<file path="src/rtl/fifo_burst_reader_if.sv">
// FIFO read port plus outbound valid/ready stream for the burst reader.
// The master modport is the reader, the slave modport is the FIFO/consumer.
interface fifo_burst_reader_if #(
   parameter int WIDTH = 16
);
   logic             fifo_read_en;
   logic [WIDTH-1:0] fifo_read_data;
   logic             fifo_empty;
   logic             m_valid;
   logic             m_ready;
   logic [WIDTH-1:0] m_data;

   modport master (
      output fifo_read_en,
      output m_valid,
      output m_data,
      input  fifo_read_data,
      input  fifo_empty,
      input  m_ready
   );

   modport slave (
      input  fifo_read_en,
      input  m_valid,
      input  m_data,
      output fifo_read_data,
      output fifo_empty,
      output m_ready
   );
endinterface

</file>
<file path="src/rtl/fifo_burst_reader.sv">
// Pops a burst of len words from a 1-cycle-latency FIFO and forwards
// them in order through a 2-entry buffer onto a valid/ready stream.
module fifo_burst_reader #(
   parameter int WIDTH = 16,
   parameter int LEN_W = 8
) (
   input  logic             clk,
   input  logic             rstN,
   input  logic             start,
   input  logic [LEN_W-1:0] len,
   output logic             busy,
   output logic             done,
   fifo_burst_reader_if.master bus
);

   typedef enum logic [1:0] {
      IDLE,
      XFER,
      DRAIN,
      DONE
   } state_t;

   state_t           state_q;
   state_t           state_d;
   logic [LEN_W-1:0] issue_left;
   logic [LEN_W-1:0] send_left;
   logic             rd_pending;
   logic [1:0]       buf_count;
   logic [WIDTH-1:0] head_q;
   logic [WIDTH-1:0] tail_q;
   logic             pop;
   logic             push;
   logic             rd_en;
   logic             last_send;
   logic [2:0]       occ;

   assign pop  = bus.m_valid && bus.m_ready;
   assign push = rd_pending;
   assign occ  = {1'b0, buf_count} + {2'b00, rd_pending};

   // A word leaving downstream this cycle frees a slot for a new pop.
   assign rd_en = rstN
               && (state_q == XFER)
               && (issue_left != '0)
               && !bus.fifo_empty
               && (occ < (3'd2 + {2'b00, pop}));

   assign last_send = pop && (send_left == LEN_W'(1));

   assign bus.fifo_read_en = rd_en;
   assign bus.m_valid      = (buf_count != 2'd0);
   assign bus.m_data       = head_q;
   assign busy = (state_q == XFER) || (state_q == DRAIN);
   assign done = (state_q == DONE);

   always_comb begin
      state_d = state_q;
      unique case (state_q)
         IDLE: begin
            if (start) begin
               state_d = (len != '0) ? XFER : DONE;
            end
         end
         XFER: begin
            if (last_send) begin
               state_d = DONE;
            end else if (issue_left == '0) begin
               state_d = DRAIN;
            end
         end
         DRAIN: begin
            if (last_send) begin
               state_d = DONE;
            end
         end
         DONE: state_d = IDLE;
         default: state_d = IDLE;
      endcase
   end

   always_ff @(posedge clk) begin
      if (!rstN) begin
         state_q    <= IDLE;
         issue_left <= '0;
         send_left  <= '0;
         rd_pending <= 1'b0;
      end else begin
         state_q    <= state_d;
         rd_pending <= rd_en;
         if ((state_q == IDLE) && start) begin
            issue_left <= len;
            send_left  <= len;
         end else begin
            if (rd_en) begin
               issue_left <= issue_left - LEN_W'(1);
            end
            if (pop && (send_left != '0)) begin
               send_left <= send_left - LEN_W'(1);
            end
         end
      end
   end

   // Head is the stream word; tail only holds the second queued word.
   always_ff @(posedge clk) begin
      if (!rstN) begin
         buf_count <= 2'd0;
         head_q    <= '0;
         tail_q    <= '0;
      end else begin
         case ({push, pop})
            2'b10: begin
               if (buf_count == 2'd0) begin
                  head_q    <= bus.fifo_read_data;
                  buf_count <= 2'd1;
               end else if (buf_count == 2'd1) begin
                  tail_q    <= bus.fifo_read_data;
                  buf_count <= 2'd2;
               end
            end
            2'b01: begin
               if (buf_count == 2'd2) begin
                  head_q <= tail_q;
               end
               buf_count <= buf_count - 2'd1;
            end
            2'b11: begin
               if (buf_count == 2'd2) begin
                  head_q <= tail_q;
                  tail_q <= bus.fifo_read_data;
               end else begin
                  head_q <= bus.fifo_read_data;
               end
            end
            default: begin
            end
         endcase
      end
   end

endmodule

</file>
<file path="src/flat_wrapper.sv">
// flat-port wrapper written by rule: the top's interface ports become plain ports
module fifo_burst_reader_flat 
#(
   parameter int WIDTH = 16,
   parameter int LEN_W = 8
)
  (clk, rstN, start, len, busy, done, bus_fifo_read_en, bus_m_valid, bus_m_data, bus_fifo_read_data, bus_fifo_empty, bus_m_ready);
  fifo_burst_reader_if #(.WIDTH(WIDTH)) bus_i ();
  input  logic clk;
  input  logic rstN;
  input  logic start;
  input  logic [LEN_W-1:0] len;
  output logic busy;
  output logic done;
  output wire logic [$bits(bus_i.fifo_read_en)-1:0] bus_fifo_read_en;
  output wire logic [$bits(bus_i.m_valid)-1:0] bus_m_valid;
  output wire logic [$bits(bus_i.m_data)-1:0] bus_m_data;
  input wire logic [$bits(bus_i.fifo_read_data)-1:0] bus_fifo_read_data;
  input wire logic [$bits(bus_i.fifo_empty)-1:0] bus_fifo_empty;
  input wire logic [$bits(bus_i.m_ready)-1:0] bus_m_ready;
  assign bus_fifo_read_en = bus_i.fifo_read_en;
  assign bus_m_valid = bus_i.m_valid;
  assign bus_m_data = bus_i.m_data;
  assign bus_i.fifo_read_data = bus_fifo_read_data;
  assign bus_i.fifo_empty = bus_fifo_empty;
  assign bus_i.m_ready = bus_m_ready;
  fifo_burst_reader #(.WIDTH(WIDTH), .LEN_W(LEN_W)) u_core (.clk(clk), .rstN(rstN), .start(start), .len(len), .busy(busy), .done(done), .bus(bus_i));
endmodule
</file>
<file path="config.mk">
export PLATFORM = sky130hd
export DESIGN_NAME = fifo_burst_reader_flat
export DESIGN_NICKNAME = d
export VERILOG_FILES = /design/src/rtl/fifo_burst_reader_if.sv /design/src/rtl/fifo_burst_reader.sv /design/src/flat_wrapper.sv
export SDC_FILE = /design/constraint.sdc
export NUM_CORES = 1
export LEC_CHECK = 0
export ABC_CLOCK_PERIOD_IN_PS = 3100
export CORE_AREA = 2 2 82 84
export DETAILED_ROUTE_END_ITERATION = 10
export DIE_AREA = 0 0 84 86
export GPL_TIMING_DRIVEN = 0
export PLACE_DENSITY = 0.68
export SLEW_MARGIN = 10
export SYNTH_ARGS = -nofsm -noshare
export SYNTH_HDL_FRONTEND = slang
export SYNTH_SLANG_ARGS = --single-unit
</file>
<file path="constraint.sdc">
create_clock -name clk -period 3.1 [get_ports clk]
set_input_delay 0.62 -clock clk [delete_from_list [all_inputs] [get_ports clk]]
set_output_delay 0.62 -clock clk [all_outputs]
set_load 0.02 [all_outputs]
</file>
==> impl_metrics.csv <==
group,metric,value,unit
sta,slew_viol_final,0,
clock_network,hold_buffers,0,
power_and_ir_drop,internal-power,1.61,mW
synthesis,yosys.area.top_type,"dfxtp_1",
clock_network,cts_sinks,53,
synthesis,avgSynthCellArea,9.06,sq um
synthesis,synthArstFlopShare,0,
finish,antenna_cells,0,
sta,post-route-period-util,0.971,
power_and_ir_drop,ir_worst_vdd,0.384,mV
synthesis,synth-edff-count,0,
place,portBuffers,48,
clock_network,htree_levels,2,
worst_setup_path,reg2reg_slack,0.65,ns
worst_setup_path,startpoint_type,"primary input",
clock_network,clockRootBuffer,"clkbuf_8",
power_and_ir_drop,p_leak,1.27,nW
route,routedWlPerCell,14.5,um
sta,setup_viol,0,
worst_setup_path,worstPathRequired,2.48,ns
die,die_h,86,um
sta,worst_pin_slew,0.737,ns
power_and_ir_drop,p_seq_frac,0.361,
synthesis,yosysSeqAreaShare,0.393,
synthesis,synthXorXnorAreaFrac,0.0357,
route,drt_iter0_markers,167,
clock_network,clk_pin_slew,0.11,ns
synthesis,yosys-top-cells-area,"dfxtp_1, mux2i_1, ha_1, nor2_1, a211oi_1",
sta,hold_viol,0,
finish,final_cells,432,
die,rows,29,
synthesis,syn_area,2700,sq um
synthesis,synthMuxAreaShare,0.126,
sta,relSlewSlack,0.506,
grt,globalRouteTotalUtil,0.178,
clock_network,clk_path_buf_depth,2,
route,dr.pass1.iters,4,
synthesis,syn_inst,298,
finish,area_delta_synth_final,25.1,%
grt,grt_start_max_net_pins,19,
route,drc,0,
synthesis,synth_adder_area_share,0.0695,
die,die-area,7220,sq um
clock_network,clk_latency,0.32,ns
power_and_ir_drop,p_switching,1.16,mW
route,routed_wl,6280,um
route,vias_per_cell,5.33,
hold_path,worstHoldStart,"u_core.tail_q[6]$_SDFFE_PN0P_",
finish,drive_gt1_frac,0.0704,
hold_path,holdPathStages,2,
finish,final_nets,398,
grt,antenna_found_initial,0,
die,num_io_pins,49,
sta,finalClockSkew,0.0125,ns
power_and_ir_drop,clkPwrFrac,0.150,
worst_setup_path,startpoint,"bus_m_ready",
sta,rsz0062_at_grt,"no",
power_and_ir_drop,powerDensity,820,nW/um^2
worst_setup_path,cp-end-kind,"primary output",
synthesis,synth_flop_cell,"dfxtp_1",
worst_setup_path,cp_slowest_cell,"clkdlybuf4s50_1",
synthesis,synthSimpleGateAreaFrac,0.179,
clock_network,cts_tree,"done",
synthesis,synth.ff_latch_count,53,
worst_setup_path,reg2reg_depth,8,
grt,grt_pass1_wl,10400,um
worst_setup_path,critPathKind,"primary input to primary output",
die,coreArea,6280,sq um
route,antenna_left,0,
worst_setup_path,cp_cell_sequence,"clkdlybuf4s50_1, or3b_4, a2111oi_4, and2_1, buf_6, buf_2",
power_and_ir_drop,p_comb_frac,0.489,
route,num_vias,2304,
synthesis,synth_cell_types,42,
place,dp.cells,423,
power_and_ir_drop,switching_share,0.418,
sta,final.setup.worst_slack,0.0905,ns
synthesis,ys_warn_count,0,
synthesis,synth_top_family_by_area,"simple AND/OR/NAND/NOR gates",
die,initial_core_util,0.430,
synthesis,synth_compound_area_frac,0.154,
worst_setup_path,crit_fanout,4,
worst_setup_path,cp_slowest_stage_delay,0.49,ns
grt,overflow,0,
job,drv_cap,0,
grt,grt_pass1_vias,2149,
place,gp_congestion,0.824,
worst_setup_path,r2r_start,"u_core.buf_count[0]$_SDFFE_PN0P_",
synthesis,syn_nets,342,
sta,fmax,332,MHz
clock_network,numCtsBuffers,5,
place,dp_slack,-0.539,ns
status,status,"finished clean",
synthesis,synthDominantCellAreaShare,0.393,
die,fp.dieW,84,um
sta,layout_min_cycle_time,3.01,ns
worst_setup_path,crit_arrival,2.39,ns
hold_path,worst_hold_path_type,"register to register",
place,place_hpwl,4650,um
-- state kept, by name, indices dropped and copies added (netlist names) --
register and count:
u_core.bus.m_data 16, u_core.issue_left 8, u_core.tail_q 16, u_core.send_left 8
u_core.state_q 2, u_core.buf_count 2, u_core.push 1
-- per-stage QoR --
step	utilization	hold slack (ns)	TNS [ns]	power, mW	instance area, sq um
floorplan	-	0.460	0	1.90	2700
global placement	0.522	0.471	-0.542	2.34	3280
detailed placement	0.522	0.478	-0.539	2.36	3280
CTS	0.538	0.509	0	2.78	3380
global route	0.538	0.534	0	2.97	3380
finish	0.538	0.501	0	2.77	3380
-- synth_stat cells (6+ instances only) --
master / instances
mux2i_1: 34
a21oi_1: 17
ha_1: 15
nand3_1: 6
a211oi_1: 19
clkbuf_1: 9
nor2_1: 49
dfxtp_1: 53
o21ai_0: 15
xor2_1: 7
inv_1: 12
nand4_1: 6
-- layout make-up --
cell class / instances / area, sq um
Tap cell: 77 / 96.3
Clock inverter: 3 / 25.0
Buffer: 14 / 65.1
Fill cell: 602 / 2900
Clock buffer: 5 / 68.8
Inverter: 13 / 48.8
Sequential cell: 53 / 1060
Multi-Input combinational cell: 218 / 1530
Timing Repair Buffer: 49 / 483
-- kinds of logic (layout without fill, tap and decap cells) --
family | Yosys count | in the layout
buffers and inverters | 27 | 84
AO/OA/AOI/OAI | 63 | 63
adder cells (fa/ha/maj) | 15 | 15
flip-flops | 53 | 53
AND/OR/NAND/NOR | 95 | 95
multiplexers | 34 | 34
XOR/XNOR | 11 | 11
-- per-layer routing --
metal  GRT usage  up-vias  wire length [um]
li1            -     1173                 -
met1       0.247     1077              3000
met2       0.279       46              2910
met3      0.0375        8               296
met4      0.0557        0                78
met5           0        -                 0
-- path summary, 6_finish.rpt --
path	endpoint
setup / recovery	bus_fifo_read_en
hold / removal	u_core.tail_q[6]$_SDFFE_PN0P_
setup reg to reg	u_core.tail_q[0]$_SDFFE_PN0P_
hold reg to reg	u_core.tail_q[6]$_SDFFE_PN0P_
-- critical path, delay by kind of cell --
family	cells	cell delay, ns
AOI/OAI and AO/OA	1	0.41
and+or+nand+nor	2	0.61
buffers and inverters	3	0.75
-- timing repair --
action,in CTS,in global routing
setup buffers,1,0
setup endpoints to repair,1,0
gates resized for setup,7,0
endpoints found under the hold margin,0,0
-- power groups by stage --
stage               Combinational (mW)  Sequential, mW  Clock, mW
global route                      1.50            1.02      0.444
floorplan                        0.816            1.08          0
finish                            1.36            1.00      0.414
global placement                  1.33            1.01          0
CTS                               1.36            1.00      0.424
detailed placement                1.35            1.01          0
-- cells in the final DEF (no fill, tap or decap), types with 2 or more instances in the layout --
master / instances
dfxtp_1: 51
nor2_1: 49
clkdlybuf4s50_1: 47
mux2i_1: 34
a211oi_1: 19
a21oi_1: 17
o21ai_0: 15
ha_1: 14
inv_1: 12
clkbuf_1: 9
xor2_1: 7
nand3_1: 6
nand4_1: 6
buf_2: 5
nand2_1: 5
clkbuf_8: 5
nor3_1: 4
xnor2_1: 4
nor2b_1: 3
a31oi_1: 3
nor4_1: 3
or4_1: 3
nand2b_1: 2
and2_1: 2
a22oi_1: 2
nor3b_1: 2
nand4b_1: 2
dfxtp_2: 2
No activity file was read; power rests on OpenSTA's default activity.
